==> src/rtl/cpu_types_pkg.sv <==
// Shared CPU types: words, register indices, opcodes
// and the writeback destination selector.
package cpu_types_pkg;
  localparam int WORD_W = 32;
  localparam int REG_W  = 5;

  typedef logic [WORD_W-1:0] word_t;
  typedef logic [REG_W-1:0]  regbits_t;

  typedef enum logic [5:0] {
    RTYPE = 6'h00,
    J     = 6'h02,
    JAL   = 6'h03,
    BEQ   = 6'h04,
    ADDI  = 6'h08,
    LUI   = 6'h0f,
    LW    = 6'h23,
    SW    = 6'h2b,
    HALT  = 6'h3f
  } opcode_t;

  typedef enum logic [1:0] {
    RD_RT,
    RD_RD,
    RD_R31,
    RD_NONE
  } regdst_t;
endpackage

==> src/rtl/register_file.sv <==
// Register storage with two combinational read ports
// and write-first bypass; r0 always reads zero.
module register_file
  import cpu_types_pkg::*;
#(
  parameter int NREGS = 32
) (
  input  logic     CLK,
  input  logic     nRST,
  input  logic     wen_i,
  input  regbits_t wsel_i,
  input  word_t    wdat_i,
  input  regbits_t rsel1_i,
  input  regbits_t rsel2_i,
  output word_t    rdat1_o,
  output word_t    rdat2_o
);

  word_t regs_q [NREGS];

  always_ff @(posedge CLK or negedge nRST) begin
    if (!nRST) begin
      for (int i = 0; i < NREGS; i++) begin
        regs_q[i] <= '0;
      end
    end else if (wen_i && (wsel_i != '0)) begin
      regs_q[wsel_i] <= wdat_i;
    end
  end

  function automatic word_t rd_port(
    input regbits_t sel
  );
    word_t r;
    r = regs_q[sel];
    if (sel == '0) begin
      r = '0;
    end else if (wen_i && (sel == wsel_i)) begin
      r = wdat_i;
    end
    return r;
  endfunction

  always_comb begin
    rdat1_o = rd_port(rsel1_i);
    rdat2_o = rd_port(rsel2_i);
  end

endmodule

==> src/rtl/writeback_regfile.sv <==
// MEM/WB consumer: result/destination select, regfile
// commit, sticky halt and retired-instruction counter.
module writeback_regfile
  import cpu_types_pkg::*;
#(
  parameter int NREGS = 32,
  parameter int CNT_W = 32
) (
  input  logic             CLK,
  input  logic             nRST,
  input  logic             RegW,
  input  logic [1:0]       RegDest,
  input  regbits_t         Rd,
  input  regbits_t         Rt,
  input  logic [5:0]       opcode,
  input  logic             Mem,
  input  logic             lui,
  input  word_t            aluout,
  input  word_t            dload,
  input  word_t            extout,
  input  word_t            npc,
  input  logic             halt_in,
  input  regbits_t         rsel1,
  input  regbits_t         rsel2,
  output word_t            rdat1,
  output word_t            rdat2,
  output logic             wb_en,
  output regbits_t         wb_sel,
  output word_t            wb_dat,
  output logic             halt,
  output logic [CNT_W-1:0] retired
);

  logic             halt_q, halt_d;
  logic [CNT_W-1:0] retired_q, retired_d;
  regbits_t         sel_raw;
  word_t            dat_raw;
  logic             valid;

  always_comb begin
    sel_raw = '0;
    unique case (regdst_t'(RegDest))
      RD_RT:   sel_raw = Rt;
      RD_RD:   sel_raw = Rd;
      RD_R31:  sel_raw = 5'd31;
      RD_NONE: sel_raw = '0;
    endcase
  end

  always_comb begin
    dat_raw = aluout;
    if (opcode == JAL) begin
      dat_raw = npc;
    end else if (lui) begin
      dat_raw = extout;
    end else if (Mem) begin
      dat_raw = dload;
    end
  end

  // Held reset blanks the forwarding outputs too.
  assign wb_en  = nRST & RegW & (sel_raw != '0) & ~halt_q;
  assign wb_sel = nRST ? sel_raw : '0;
  assign wb_dat = nRST ? dat_raw : '0;

  // Flushed bubbles arrive as all-zero RTYPE with no RegW.
  assign valid = RegW | (opcode != RTYPE) | halt_in;

  always_comb begin
    halt_d    = halt_q;
    retired_d = retired_q;
    if (!halt_q) begin
      if (halt_in) begin
        halt_d = 1'b1;
      end
      if (valid) begin
        retired_d = retired_q + CNT_W'(1);
      end
    end
  end

  always_ff @(posedge CLK or negedge nRST) begin
    if (!nRST) begin
      halt_q    <= 1'b0;
      retired_q <= '0;
    end else begin
      halt_q    <= halt_d;
      retired_q <= retired_d;
    end
  end

  assign halt    = halt_q;
  assign retired = retired_q;

  register_file #(
    .NREGS(NREGS)
  ) u_rf (
    .CLK     (CLK),
    .nRST    (nRST),
    .wen_i   (wb_en),
    .wsel_i  (wb_sel),
    .wdat_i  (wb_dat),
    .rsel1_i (rsel1),
    .rsel2_i (rsel2),
    .rdat1_o (rdat1),
    .rdat2_o (rdat2)
  );

endmodule

==> config.mk <==
export PLATFORM = sky130hd
export DESIGN_NAME = writeback_regfile
export DESIGN_NICKNAME = d
export VERILOG_FILES = /design/src/rtl/cpu_types_pkg.sv /design/src/rtl/register_file.sv /design/src/rtl/writeback_regfile.sv
export SDC_FILE = /design/constraint.sdc
export NUM_CORES = 2
export LEC_CHECK = 0
export BUFFER_PORTS_ARGS = -buffer_cell sky130_fd_sc_hd__buf_4
export CORE_ASPECT_RATIO = 2
export CORE_MARGIN = 4
export CORE_UTILIZATION = 40
export DETAILED_ROUTE_END_ITERATION = 10
export REMOVE_ABC_BUFFERS = 1
export SLEW_MARGIN = 20
export SYNTH_ARGS = -nofsm -noshare
export SYNTH_HDL_FRONTEND = slang
export SYNTH_SLANG_ARGS = --single-unit
==> constraint.sdc <==
create_clock -name CLK -period 2.7 [get_ports CLK]
set_input_delay 0.135 -clock CLK [delete_from_list [all_inputs] [get_ports CLK]]
set_output_delay 0.135 -clock CLK [all_outputs]
set_load 0.01 [all_outputs]
Word-level counts from Yosys, hierarchy flattened

Cells that the tools add are included.

Register bits after elaboration: 1057
Latch bits: 0
Bits in writable memories: 0
ROM bits: 0
Input port bits: 162
Word-level logic and storage cells: 86
Memories kept: 0

Add/sub/neg operators: 1
$mul: 0
Div/mod/pow operators: 0
$lt $le $gt $ge: 4
Equality and inequality tests: 6
Shifts and indexed selects: 0
Multiplexer cells: 21
Bitwise operators: 9
Reductions and logical operators: 11

Operators with widths:

| operator                                                                     | count |
|---|---|
| 1024-bit bitwise mux                                                         | 1 |
| 32-bit two-way mux                                                           | 13 |
| 32-bit binary-select mux with 5-bit select                                   | 2 |
| 32-bit demux with 5-bit select                                               | 1 |
| 32-bit by 1-bit adder with 32-bit output, second input constant              | 1 |
| 5-bit case mux with 4 select lines                                           | 1 |
| 6-bit greater-or-equal comparator, second input constant                     | 3 |
| 5-bit NOT with 6-bit output                                                  | 3 |
| 5-bit == test                                                                | 2 |
| 5-bit zero test                                                              | 2 |
| 5-bit nonzero test                                                           | 2 |
| 6-bit by 2-bit == test with 1-bit output, second input constant              | 1 |
| 6-bit by 1-bit less-than comparator with 1-bit output, second input constant | 1 |
| 6-bit nonzero test                                                           | 1 |
| 5-bit two-way mux                                                            | 1 |
| 2-bit == test, second input constant                                         | 2 |
| 1-bit logical AND                                                            | 4 |
| 1-bit AND                                                                    | 3 |
| 2-bit by 1-bit == test with 1-bit output, second input constant              | 1 |
| 2-bit zero test                                                              | 1 |
| 1-bit two-way mux                                                            | 2 |
| 1-bit OR                                                                     | 2 |
| 2-bit AND reduction                                                          | 1 |
| 1-bit NOT                                                                    | 1 |

Longest topological paths before layout

Depth in word-level cells: 9
Depth in mapped cells: 12

Cells and area by module

From an unflattened synthesis, not the netlist that was laid out.

Cell total of the unflattened synthesis: 4207
Area, all modules: 58137.0 um^2

Modules (own cells, without submodules):

| module            | instances | cells an instance | area each (um^2) | sequential area each (um^2) |
|---|---|---|---|---|
| register_file     | 1         | 3866              | 55169.2          | 25624.6 |
| writeback_regfile | 1         | 341               | 2967.8           | 825.8 |

Worst setup path after synthesis

Ideal clock, no wire load.

Path kind: input -> register
Start: input RegDest[0]
End: register u_rf.regs_q[100] (netlist bit)
Setup time: 0.125 ns
Arrival: 1.974 ns
Data required time: 2.575 ns
Slack: 0.601 ns
Stages on the path: 9
Buffers on the path: 3
Cell sequence: buf_4 buf_2 nand4b_1 o21ai_0 nor2_4 nand2_8 nor4_4 buf_6 mux2_4

Word-level cells in the longest chain between the ends: 9
Elaborated cells on any way between the ends: 18

Ends and longest elaborated chain:

| item                                                                                                                             | line                    | RTL |
|---|---|---|
| start: declaration                                                                                                               | writeback_regfile.sv:12 | `input logic [1:0] RegDest,` |
| 2-bit == test, or another cell as far along                                                                                      | writeback_regfile.sv:42 | `unique case (regdst_t'(RegDest))` |
| 5-bit case mux with 4 select lines *                                                                                             | writeback_regfile.sv:42 |  |
| 5-bit two-way mux *                                                                                                              | writeback_regfile.sv:63 | `assign wb_sel = nRST ? sel_raw : '0;` |
| via wb_sel[1]                                                                                                                    | writeback_regfile.sv:28 | `output regbits_t wb_sel,` |
| 5-bit NOT with 6-bit output (implied by the code)                                                                                | register_file.sv:27     | `regs_q[wsel_i] <= wdat_i;` |
| 6-bit greater-or-equal comparator (implied by the code) or 6-bit by 1-bit less-than comparator with 1-bit output (tied branches) | register_file.sv:27     |  |
| 1-bit logical AND (implied by the code)                                                                                          | register_file.sv:27     |  |
| 32-bit two-way mux (implied by the code)                                                                                         | register_file.sv:27     |  |
| 32-bit demux with 5-bit select                                                                                                   | register_file.sv:27     |  |
| 1024-bit bitwise mux                                                                                                             | register_file.sv:27     |  |
| end signal: indexed assignment                                                                                                   | register_file.sv:27     |  |
| end: declaration                                                                                                                 | register_file.sv:19     | `word_t regs_q [NREGS];` |

Mark *: on every way through the listed nets, which the timed path passes. The rest lies on a longest branch.
A chain may end at the register's enable or synchronous reset.

Worst setup path in the final report

Start: register halt_q, in the netlist halt
End: output rdat1[29]

Word-level cells in the longest chain between the ends: 5

Ends and longest elaborated chain:

| item                       | line                    | RTL |
|---|---|---|
| start: declaration         | writeback_regfile.sv:34 | `logic halt_q, halt_d;` |
| start signal: assignment   | writeback_regfile.sv:87 | `halt_q <= halt_d;` |
| 1-bit NOT (no source line) | --                      |  |
| 1-bit AND                  | writeback_regfile.sv:62 | `assign wb_en = nRST & RegW & (sel_raw != '0) & ~halt_q;` |
| 1-bit logical AND          | register_file.sv:38     | `end else if (wen_i && (sel == wsel_i)) begin` |
| 32-bit two-way mux         | register_file.sv:38     |  |
| 32-bit two-way mux         | register_file.sv:36     | `if (sel == '0) begin` |
| end: declaration           | writeback_regfile.sv:25 | `output word_t rdat1,` |

Every way passes these cells.

==> qor.yml <==
status: "finished, violations left"
failed_checks: "hold timing, setup timing"
cts.sinks: 1057
final_nets: 6019
die_x_um: 277
rsz0062_at_grt: "true"
numPortBuffers: 296
fillers: 13264
crit_path_top_delay_cell: "dfrtp_1"
drv_slew: 0
antenna_found_initial: 1
avgSynthCellArea_sq_um: 10.2
hpwl_um: 137000
cts_tree: "yes"
grt_pass1_wl_um: 328000
final_common_cell: "nand2_1"
ant_nets: 0
arrival_ns: 2.65
via_per_inst: 6.00
final_cells: 7823
final_layout_size_suffix_gt1_frac: 0.236
clk_path_buf_depth: 3
gp_congestion: 0.868
place_inst: 7583
worst_hold_slack_ns: -0.397
power_w: 0.0349
cts_root_buffer: "clkbuf_16"
min_path_type: "input port to async pin"
syn_inst: 5665
layout_common_cells: "nand2_1, dfrtp_1, o21ai_0"
h-tree-depth: 3
syn2layout_area_growth_pct: 18.8
first_pass_iters: 5
place_ws_ns: -0.169
final_hold_viol_count: 89
path_class: "register to output port"
std_cell_rows: 197
cts_hold_buf: 6
synthTopCellsByArea: "dfrtp_1, mux2i_1, mux4_2"
numCtsBuffers: 97
cpPeakStageDelay_ns: 0.38
dr_total_vias: 46973
synth_top_family_by_area: "multiplexers"
grt_pass1_vias: 49141
cp.required_ns: 2.57
slew_headroom: 0.460
synthMuxAreaShare: 0.235
ys_seq_area_frac: 0.456
postLayoutSetupSlackWorst_ns: -0.0852
path_clk_slew_ns: 0.07
ys_ff_latch: 1057
start_util: 0.402
ys_types: 70
yosys_warnings: 0
power.leakage_nw: 30.8
die_h_um: 547
ios: 297
ir_worst_vdd_uv: 416
period_needed_ns: 2.79
fmax_mhz: 359
finClkSkew_ns: 0.0228
clock_latency_ns: 0.72
critPathBufInv: 3
synth_top_area_frac: 0.456
syn_area_sq_um: 58000
coreArea_sq_um: 144000
synthSimpleGateAreaFrac: 0.111
multiInputGateArea_sq_um: 29700
synthArstFlopShare: 1.00
synth_xor_area_frac: 0.00498
tightest_slew_ns: 0.810
cp_cell_sequence: "and3b_2 -> o31ai_4 -> nor4_4 -> buf_12 -> buf_16 -> nor2_4 -> a211oi_4 -> buf_4"
seqCellArea_sq_um: 26500
crit_path_max_fanout: 6
grt.overflow.total: 0
fp.dieArea_sq_um: 152000
maxCapViolations: 0
finalSetupViolations: 34
startpoint_type: "register"
synth_compound_area_frac: 0.144
finalCritPeriodShare: 1.03
first_iter_violations: 4380
cellPowerDensity_nw_per_um2: 505
wl_per_cell_um: 28.4
grt_max_degree: 107
synth-edff-count: 0
drc: 0
synth_adder_area_share: 0.000216
cp_top_family: "buffers and inverters"
worstSetupEndpointType: "output port"
yosys_most_used_dff: "dfrtp_1"
grt_usage: 0.287
synth_top_cell_by_area: "dfrtp_1"
routed_wl_um: 222000
[final timing paths]
kind	start	to	slack, ns	depth (start not counted)
max in group asynchronous	nRST	u_rf.regs_q[644]$_DFFE_PN0P_	0.74	6
worst min-delay path	nRST	u_rf.regs_q[231]$_DFFE_PN0P_	-0.40	2
worst max register to register	halt$_DFF_PN0_	u_rf.regs_q[27]$_DFFE_PN0P_	0.29	8
worst max-delay path	halt$_DFF_PN0_	rdat1[29]	-0.09	8
min in group CLK	opcode[0]	retired[0]$_DFFE_PN0P_	0.09	4
worst min register to register	u_rf.regs_q[1014]$_DFFE_PN0P_	u_rf.regs_q[1014]$_DFFE_PN0P_	0.40	0
[where the power goes]
group          total (W)  switching (W)  leakage, nW  internal [W]
combinational    0.00409        0.00261         14.4       0.00149
clock             0.0148        0.00657         1.63       0.00826
sequential        0.0159      0.0000502         14.8        0.0159
[final cells by class]
class,instances,area share
antenna,1,0.0000363
multi-input combinational,3980,0.430
clock buffer,130,0.0401
sequential,1057,0.384
clock inverter,45,0.00817
inverter,43,0.00249
tap,1890,0.0343
timing repair buffer,677,0.101
[logic make-up after synthesis]
kind of cell | Yosys count
multiplexers | 1048
flip-flops | 1057
AO/OA/AOI/OAI | 1401
buffers and inverters | 628
AND/OR/NAND/NOR | 1497
adder cells (fa/ha/maj) | 1
XOR/XNOR | 33
[per-stage QoR]
| stage | area, sq um | TNS (ns) | util |
|---|---|---|---|
| floorplan | 55400 | -179.55 | - |
| detailed placement | 64000 | -0.169 | 0.444 |
| global placement | 64000 | -0.133 | 0.444 |
| global route | 68900 | -4.47 | 0.478 |
| CTS | 68700 | -3.89 | 0.476 |
| finish | 68900 | -1.22 | 0.478 |
[worst reg2reg max path, delay by kind of cell (launching register included)]
family | cells | cell delay (ns)
buffers and inverters | 3 | 0.77
and+or+nand+nor | 3 | 0.91
AOI/OAI and AO/OA | 2 | 0.21
DFF | 1 | 0.38
[Yosys cell counts, types with 3 or more instances]
cell,number
nand4_2,4
o211ai_1,28
nor2_1,81
o311ai_0,22
nor3_1,11
buf_4,15
clkbuf_1,356
a211oi_1,50
mux2_4,120
nand3b_1,3
nand3_1,160
and2_1,6
dfrtp_1,1057
o21ai_1,68
nand3_2,11
a21oi_1,68
nor2_4,4
clkbuf_2,3
o21ba_2,4
nand4b_1,4
buf_1,18
nor2b_1,7
nand4_4,3
mux2i_1,686
and3_1,8
and3b_1,5
nor4_4,4
mux4_2,201
buf_6,22
a211oi_2,36
and4_1,5
nand2b_1,3
nand4_1,52
o21ai_0,831
xor2_1,4
nand2_1,1109
buf_2,171
mux2_2,40
a22oi_1,281
xnor2_1,29
inv_1,39
[timing repair]
item,CTS,global route
endpoints found under the hold margin,196,89
gates cloned,9,0
pin swaps,57,35
resized for setup,130,54
setup buffers,42,17
setup endpoints to repair,64,66
[layer usage]
| metal | up-vias | GRT usage | wire length (um) | part of all wire |
|---|---|---|---|---|
| li1 | 20666 | - | - | - |
| met1 | 23608 | 0.333 | 81200 | 0.37 |
| met2 | 2077 | 0.495 | 110000 | 0.50 |
| met3 | 622 | 0.0527 | 15400 | 0.069 |
| met4 | 0 | 0.174 | 15500 | 0.070 |
| met5 | - | 0 | 0 | 0 |
[flip-flops by register name (all words and copies together) (netlist names)]
| name | cells |
|---|---|
| halt | 1 |
| retired | 32 |
| u_rf.regs_q | 1024 |
Note: power is estimated with default switching activity, not from simulation.
